## config.mk

```make
export PLATFORM = sky130hd
export DESIGN_NAME = sram_controller
export DESIGN_NICKNAME = d
export VERILOG_FILES = /design/src/rtl/arm_mem_pkg.sv /design/src/rtl/sram_controller.sv
export SDC_FILE = /design/constraint.sdc
export NUM_CORES = 1
export LEC_CHECK = 0
export ABC_AREA = 1
export BUFFER_PORTS_ARGS = -buffer_cell sky130_fd_sc_hd__buf_2
export CORE_MARGIN = 2
export CORE_UTILIZATION = 50
export DETAILED_ROUTE_END_ITERATION = 10
export HOLD_SLACK_MARGIN = 0.08
export PLACE_DENSITY = 0.83
export SLEW_MARGIN = 20
export SYNTH_ARGS = -nofsm -noshare
export SYNTH_HDL_FRONTEND = slang
export SYNTH_SLANG_ARGS = --single-unit
```

## constraint.sdc

```tcl
create_clock -name clk -period 5 [get_ports clk]
set_input_delay 0.75 -clock clk [delete_from_list [all_inputs] [get_ports clk]]
set_output_delay 0.75 -clock clk [all_outputs]
set_load 0.05 [all_outputs]
```

## src/rtl/arm_mem_pkg.sv

```systemverilog
// Shared definitions for the MEM-stage to external SRAM path.
package arm_mem_pkg;

  // Access sequencer states. Each 32-bit word is split into a low and a high halfword phase.
  typedef enum logic [1:0] {
    IDLE = 2'd0,
    LO   = 2'd1,
    HI   = 2'd2,
    DONE = 2'd3
  } mem_state_e;

  localparam int SRAM_DATA_W     = 16;
  localparam int SRAM_ADDR_W_DEF = 18;

  // The CPU subtracts this from load/store addresses before they reach the controller.
  localparam int DATA_MEM_OFFSET = 1024;

endpackage

```

## src/rtl/sram_controller.sv

```systemverilog
// Multi-cycle controller for a 16-bit asynchronous SRAM.
// Each 32-bit access runs two halfword phases (LO, then HI) of ACCESS_CYCLES clocks each.
// ready drops combinationally so the pipeline freezes in the same cycle the request appears.
module sram_controller
  import arm_mem_pkg::*;
#(
  parameter int ACCESS_CYCLES = 2,
  parameter int SRAM_ADDR_W   = SRAM_ADDR_W_DEF
) (
  input  logic                   clk,
  input  logic                   rst,
  input  logic                   rd_en,
  input  logic                   wr_en,
  input  logic [31:0]            address,
  input  logic [31:0]            write_data,
  output logic [31:0]            read_data,
  output logic                   ready,
  output logic [SRAM_ADDR_W-1:0] sram_addr,
  input  logic [SRAM_DATA_W-1:0] sram_dq_in,
  output logic [SRAM_DATA_W-1:0] sram_dq_out,
  output logic                   sram_dq_oe,
  output logic                   sram_we_n
);

  localparam int CNT_W = $clog2(ACCESS_CYCLES);
  localparam logic [CNT_W-1:0] CNT_LAST = CNT_W'(ACCESS_CYCLES - 1);

  mem_state_e             state;
  logic [CNT_W-1:0]       cnt;
  logic [SRAM_ADDR_W-2:0] addr_q;
  logic [31:0]            data_q;
  logic                   is_wr;
  logic                   last;

  // Byte-offset bits and bits above the SRAM range are intentionally ignored.
  logic unused_addr_bits;
  assign unused_addr_bits = ^{address[31:SRAM_ADDR_W+1], address[1:0]};

  assign last = (cnt == CNT_LAST);

  // Freeze whenever a request is present, except in the single DONE cycle.
  assign ready = ~(rd_en | wr_en) | (state == DONE);

  // Sequencer: latch request in IDLE, step through LO/HI phases, capture read halves.
  always_ff @(posedge clk or posedge rst) begin
    if (rst) begin
      state     <= IDLE;
      cnt       <= '0;
      addr_q    <= '0;
      data_q    <= '0;
      is_wr     <= 1'b0;
      read_data <= '0;
    end else begin
      case (state)
        IDLE: begin
          if (rd_en | wr_en) begin
            addr_q <= address[SRAM_ADDR_W:2];
            data_q <= write_data;
            is_wr  <= wr_en;  // write wins if both are asserted
            cnt    <= '0;
            state  <= LO;
          end
        end
        LO: begin
          if (last) begin
            if (!is_wr) read_data[15:0] <= sram_dq_in;
            cnt   <= '0;
            state <= HI;
          end else begin
            cnt <= cnt + 1'b1;
          end
        end
        HI: begin
          if (last) begin
            if (!is_wr) read_data[31:16] <= sram_dq_in;
            cnt   <= '0;
            state <= DONE;
          end else begin
            cnt <= cnt + 1'b1;
          end
        end
        default: begin
          state <= IDLE;
        end
      endcase
    end
  end

  // SRAM pins decoded from state, counter and latched request only (Moore).
  // we_n rises on the last count of a write phase, while address and data are still held.
  always_comb begin
    sram_addr   = '0;
    sram_dq_out = '0;
    sram_dq_oe  = 1'b0;
    sram_we_n   = 1'b1;
    case (state)
      LO: begin
        sram_addr = {addr_q, 1'b0};
        if (is_wr) begin
          sram_dq_oe  = 1'b1;
          sram_dq_out = data_q[15:0];
          sram_we_n   = last;
        end
      end
      HI: begin
        sram_addr = {addr_q, 1'b1};
        if (is_wr) begin
          sram_dq_oe  = 1'b1;
          sram_dq_out = data_q[31:16];
          sram_we_n   = last;
        end
      end
      default: ;
    endcase
  end

endmodule

```

After elaboration in Yosys (flattened, before gate mapping)
Index checks and enable logic that the tools add are counted.

Input port bits: 84. ROM bits: 0. Logic and storage cells: 41. Memories kept: 0. Bits in writable memories: 0. Flip-flop bits (word level): 85. Latch bits: 0. Output and inout port bits: 69.

Magnitude comparators: 0. Div/mod/pow operators: 0. Equality and inequality tests: 6. Multiplexer cells: 15. Shift-type cells: 0. Reduce and logical (&&, ||, !) cells: 8. Bitwise operators: 4. Add/subtract/negate cells: 1. Multiply operators: 0.

Operator list (number): case mux 18 bit (2 select lines) (1); two-way mux 16 bit (2); case mux 16 bit (2 select lines) (1); AND reduction 3 bit (3); two-way mux 1 bit (6); two-way mux 2 bit (3); inequality test 2 bit, second input constant (3); case mux 2 bit (3 select lines) (1); == test 2 bit, second input constant (2); AND reduction 2 bit (2); == test 2 x 1 -> 1 bit, second input constant (1); zero test 2 bit (1); inverter 1 bit (2); bitwise OR 1 bit (2); case mux 1 bit (2 select lines) (1); nonzero test 2 bit (1); OR reduction 2 bit (1); adder 1 bit, second input constant (1).

Longest topological paths before layout
Word-level depth: 4. Gate-level depth with buffers: 8. Depth with buffers taken out: 7.

Worst setup path after synthesis
OpenSTA, ideal clock, no wires.

Path type: register to output. From: reg state[0]. To: out sram_addr[10]. Slack: 2.164 ns. Required time: 4.250 ns. Cell stages (with the launch flop): 6. Arrival time: 2.086 ns. Path buffers: 1. Cell sequence: dfrtp_1 inv_1 ha_1 o21ai_2 buf_2 nor2_1.

Word-level cells in the longest chain between the ends: 2. Elaborated cells between the ends (all ways): 3. Those cells by class: 2 x eq/ne; 1 x mux.

Ends and longest elaborated chain: from (decl) (line sram_controller.sv:28) `mem_state_e state;`; from (signal assigned) (line sram_controller.sv:47) `state <= IDLE;`; from (signal assigned) (line sram_controller.sv:61) `state <= LO;`; from (signal assigned) (line sram_controller.sv:68) `state <= HI;`; == test 2 bit or == test 2 x 1 -> 1 bit (tied branches) (line sram_controller.sv:96) `case (state)`; case mux 18 bit (2 select lines) * (line sram_controller.sv:96); to (decl) (line sram_controller.sv:18) `output logic [SRAM_ADDR_W-1:0] sram_addr,`.

Every way passes the cells marked *; elsewhere a longest branch is shown, timed or not.

Worst setup path after layout
From: reg state[0]. To: out sram_dq_out[2].

Word-level cells in the longest chain between the ends: 2. Elaborated cells between the ends (all ways): 3. Those cells by class: 2 x eq/ne; 1 x mux.

Ends and longest elaborated chain: == test 2 bit or == test 2 x 1 -> 1 bit (tied branches) (line sram_controller.sv:96); case mux 16 bit (2 select lines) * (line sram_controller.sv:96); to (decl) (line sram_controller.sv:20) `output logic [SRAM_DATA_W-1:0] sram_dq_out,`.

Marked as above.

==> impl_results.html <==
<table>
<tr><th>Metric</th><th>Value</th></tr>
<tr><th colspan="2">Outcome</th></tr>
<tr><td>Status</td><td>completed</td></tr>
<tr><th colspan="2">CTS</th></tr>
<tr><td>Clock-pin slew of the registers on the worst-case setup and hold paths</td><td>80 ps</td></tr>
<tr><td>Total number of H-tree levels</td><td>3</td></tr>
<tr><td>Clock buffer count from CTS</td><td>9</td></tr>
<tr><td>Cell chosen for the clock root</td><td>clkbuf_8</td></tr>
<tr><td>Maximum number of buffers from clock root to sink</td><td>2</td></tr>
<tr><td>Number of hold-repair buffers added at the cts stage</td><td>0</td></tr>
<tr><td>Clock sink total</td><td>85</td></tr>
<tr><td>CTS tree</td><td>built</td></tr>
<tr><td>Post-CTS Setup Inserts</td><td>0</td></tr>
<tr><td>Source-to-sink clock delay at the later pin of the worst-skew pair</td><td>340 ps</td></tr>
<tr><td>Post-cts sizing count</td><td>0</td></tr>
<tr><th colspan="2">Floorplan</th></tr>
<tr><td>Number of I/O pins</td><td>153</td></tr>
<tr><td>Height of the die</td><td>89.91 µm</td></tr>
<tr><td>Die ar.</td><td>8083 µm²</td></tr>
<tr><td>Core footprint</td><td>7214 µm²</td></tr>
<tr><td>Number of rows in the core area</td><td>31</td></tr>
<tr><td>Horiz. Die Dim</td><td>89.91 µm</td></tr>
<tr><td>Starting density of the core</td><td>51.14%</td></tr>
<tr><th colspan="2">Critical path</th></tr>
<tr><td>Type of the setup path with the least slack</td><td>reg -&gt; out</td></tr>
<tr><td>Dominant delay contributor by cell family on the critical path</td><td>flip-flops</td></tr>
<tr><td>Endpoint kind of the worst setup timing path</td><td>output pin</td></tr>
<tr><td>CP required</td><td>4250 ps</td></tr>
<tr><td>CP cell instances</td><td>inv_1 -&gt; ha_1 -&gt; nand2_1 -&gt; a21oi_1 -&gt; buf_2</td></tr>
<tr><td>Sum of buffers and inverters on the critical path</td><td>2</td></tr>
<tr><td>Slowest stage cell on the critical path</td><td>dfrtp_1</td></tr>
<tr><td>WP data arrival</td><td>2330 ps</td></tr>
<tr><td>CP Launch Type</td><td>flip-flop</td></tr>
<tr><td>Critical Path Fanout Max</td><td>17</td></tr>
<tr><td>Slowest stage delay, CP</td><td>450 ps</td></tr>
<tr><th colspan="2">STA</th></tr>
<tr><td>Final min period</td><td>3077 ps</td></tr>
<tr><td>Highest attainable clock frequency</td><td>325.0 MHz</td></tr>
<tr><td>Total count of max-transition violations in the final report</td><td>0</td></tr>
<tr><td>Setup violations, final</td><td>0</td></tr>
<tr><td>Max-slew headroom</td><td>46.40%</td></tr>
<tr><td>Final critical-path share of the clock period</td><td>61.54%</td></tr>
<tr><td>RSZ-0062 raised after global routing</td><td>false</td></tr>
<tr><td>Final Skew</td><td>5.335 ps</td></tr>
<tr><td>Total negative slack</td><td>0 ps</td></tr>
<tr><td>Number of failing hold endpoints at the final stage</td><td>0</td></tr>
<tr><td>Slew at the pin with the worst max-slew slack</td><td>803.9 ps</td></tr>
<tr><th colspan="2">Synth</th></tr>
<tr><td>Synthesized instance count</td><td>443</td></tr>
<tr><td>Mapped Nets</td><td>534</td></tr>
<tr><td>Yosys top cell area share</td><td>57.65%</td></tr>
<tr><td>Syn_area_per_cell</td><td>8.329 µm²</td></tr>
<tr><td>Synthesized flop and latch total</td><td>85</td></tr>
<tr><td>Sequential share of the synthesized area</td><td>57.65%</td></tr>
<tr><td>Number of distinct standard cells referenced by the synthesized netlist</td><td>18</td></tr>
<tr><td>Largest cells by area after synthesis</td><td>dfrtp_1 (58%), nand2_1 (19%), o21ai_1 (4.3%)</td></tr>
<tr><td>Warnings from Yosys</td><td>0</td></tr>
<tr><td>Post-synthesis cell area</td><td>3690 µm²</td></tr>
<tr><td>Leading area contributor after synthesis</td><td>dfrtp_1</td></tr>
<tr><th colspan="2">Drt</th></tr>
<tr><td>First-pass iteration count of the detailed router</td><td>4</td></tr>
<tr><td>Met2 routed wirelength</td><td>3992 µm</td></tr>
<tr><td>Drt via density</td><td>4.728</td></tr>
<tr><td>Antenna Violating Nets Remaining</td><td>0</td></tr>
<tr><td>Highest layer used for signal routing</td><td>met4</td></tr>
<tr><td>Detailed-route wire length on metal 1</td><td>3675 µm</td></tr>
<tr><td>Routed met3 length</td><td>584 µm</td></tr>
<tr><td>Routed wire per std cell</td><td>12.46 µm</td></tr>
<tr><td>Total Routed Length</td><td>8395 µm</td></tr>
<tr><td>Number of design-rule violations left by the first detailed-router iteration</td><td>130</td></tr>
<tr><td>DRC Markers</td><td>0</td></tr>
<tr><td>Via count</td><td>3187</td></tr>
<tr><th colspan="2">Final layout</th></tr>
<tr><td>Fillers</td><td>643</td></tr>
<tr><td>Post-route insts no fill</td><td>674</td></tr>
<tr><td>End-of-flow core utilization</td><td>63.67%</td></tr>
<tr><td>Ant. Diodes</td><td>0</td></tr>
<tr><td>Fraction of layout instances using a drive strength above 1</td><td>28.35%</td></tr>
<tr><td>Final #Nets</td><td>662</td></tr>
<tr><td>Area added between synthesis and finish</td><td>24.48%</td></tr>
<tr><th colspan="2">Pwr</th></tr>
<tr><td>Worst IR drop on VDD</td><td>0.6574 mV</td></tr>
<tr><td>Power Density</td><td>799.2 nW/µm²</td></tr>
<tr><td>Total chip power</td><td>3.671 mW</td></tr>
<tr><td>Reported leakage power</td><td>2.605 nW</td></tr>
<tr><th colspan="2">Hold path</th></tr>
<tr><td>Type of the tightest min-delay check</td><td>in -&gt; async</td></tr>
<tr><th colspan="2">Placed design</th></tr>
<tr><td>DPL Wire Length</td><td>5876 µm</td></tr>
<tr><td>Port Buffer Count</td><td>137</td></tr>
<tr><td>Final RePlAce weighted congestion</td><td>0.7696</td></tr>
<tr><td>Placed Instances</td><td>659</td></tr>
<tr><th colspan="2">Global route</th></tr>
<tr><td>First-pass GRT wire length</td><td>14160 µm</td></tr>
<tr><td>Pin count of the biggest net entering global routing</td><td>52</td></tr>
<tr><td>Initial antenna violation count</td><td>0</td></tr>
<tr><td>Number of global-route vias before repair</td><td>3155</td></tr>
<tr><td>Overall global routing resource usage</td><td>21.48%</td></tr>
<tr><td>Global route total overflow</td><td>0</td></tr>
<tr><th colspan="2">Job</th></tr>
<tr><td>Max-capacitance violation count</td><td>0</td></tr>
</table>
## final timing paths
path / slack (ps) / from / to / depth (start not counted)
setup / recovery: 1920 / state[0]$_DFFE_PP0P_ / sram_dq_out[2] / 5
hold / removal: 440 / rst / read_data[6]$_DFFE_PP0P_ / 2
setup reg to reg: 2550 / state[0]$_DFFE_PP0P_ / data_q[27]$_DFFE_PP0P_ / 8
hold reg to reg: 480 / data_q[18]$_DFFE_PP0P_ / data_q[18]$_DFFE_PP0P_ / 2
max in group asynchronous: 3540 / rst / read_data[23]$_DFFE_PP0P_ / 3
min in group clk: 480 / data_q[18]$_DFFE_PP0P_ / data_q[18]$_DFFE_PP0P_ / 2
## synthesized netlist by cell type, drive strengths merged
master  instances
nand2         189
dfrtp          85
o21ai          52
inv            43
nor2           22
buf            19
a21oi          16
ha              7
nand3           5
clkbuf          3
nor3            1
or2             1
## final cells by class
cell class	count	area, µm²	share of cell area [%]
clock buffers	11	151.4	3.296
multi-input cells	293	1280	27.87
clock inverters	4	47.55	1.035
flip-flops and latches	85	2127	46.31
inverters	43	162.7	3.541
repair buffers	139	700.7	15.25
well taps	99	123.9	2.697
## sequential cells by signal, summed over array words and instances (netlist names)
signal     cells
addr_q        17
cnt            1
data_q        32
is_wr          1
read_data     32
state          2
## worst reg2reg max path, delay by kind of cell (launching register included)
family,cells,cell delay [ps]
buffers and inverters,4,1000
and+or+nand+nor,3,640
DFF,1,450
adders and majority gates,1,250
## cell usage in the layout, fill, tap and decap left out, drive strengths merged
cell / count
ha: 7
or2: 1
a21oi: 16
dfrtp: 85
nor2: 22
clkbuf: 11
nand2: 189
nand3: 5
nor3: 1
clkinv: 3
inv: 42
o21ai: 52
clkinvlp: 1
buf: 139
bufinv: 1
## cell families after synthesis
family,count (synthesis),synth area share (%)
and+or+nand+nor,218,22.72
DFF,85,57.65
AOI/OAI and AO/OA,68,9.325
adders and majority gates,7,2.374
buffers and inverters,65,7.935
## report_power, final
part	internal, mW	switching, mW	leakage, nW
registers	1.03	0.169	1.04
clock network	0.254	0.228	0.101
logic	0.454	1.53	1.47
## metal layers
metal  track usage [%]  vias to the layer above
li1                  -                     1602
met2             35.61                      105
met4             7.821                        0
met3             5.868                       16
met1             27.27                     1464
met5                 0                        -
## per-stage QoR
step,worst slack (ps),hold WS (ps),cell area [µm²]
finish,1923,443.3,4593
global route,1723,476.4,4593
CTS,1866,452.7,4583
detailed placement,2239,458.3,4384
global placement,2360,454.0,4384
floorplan,2057,441.7,3690
Power figures use the tool's default switching activity.
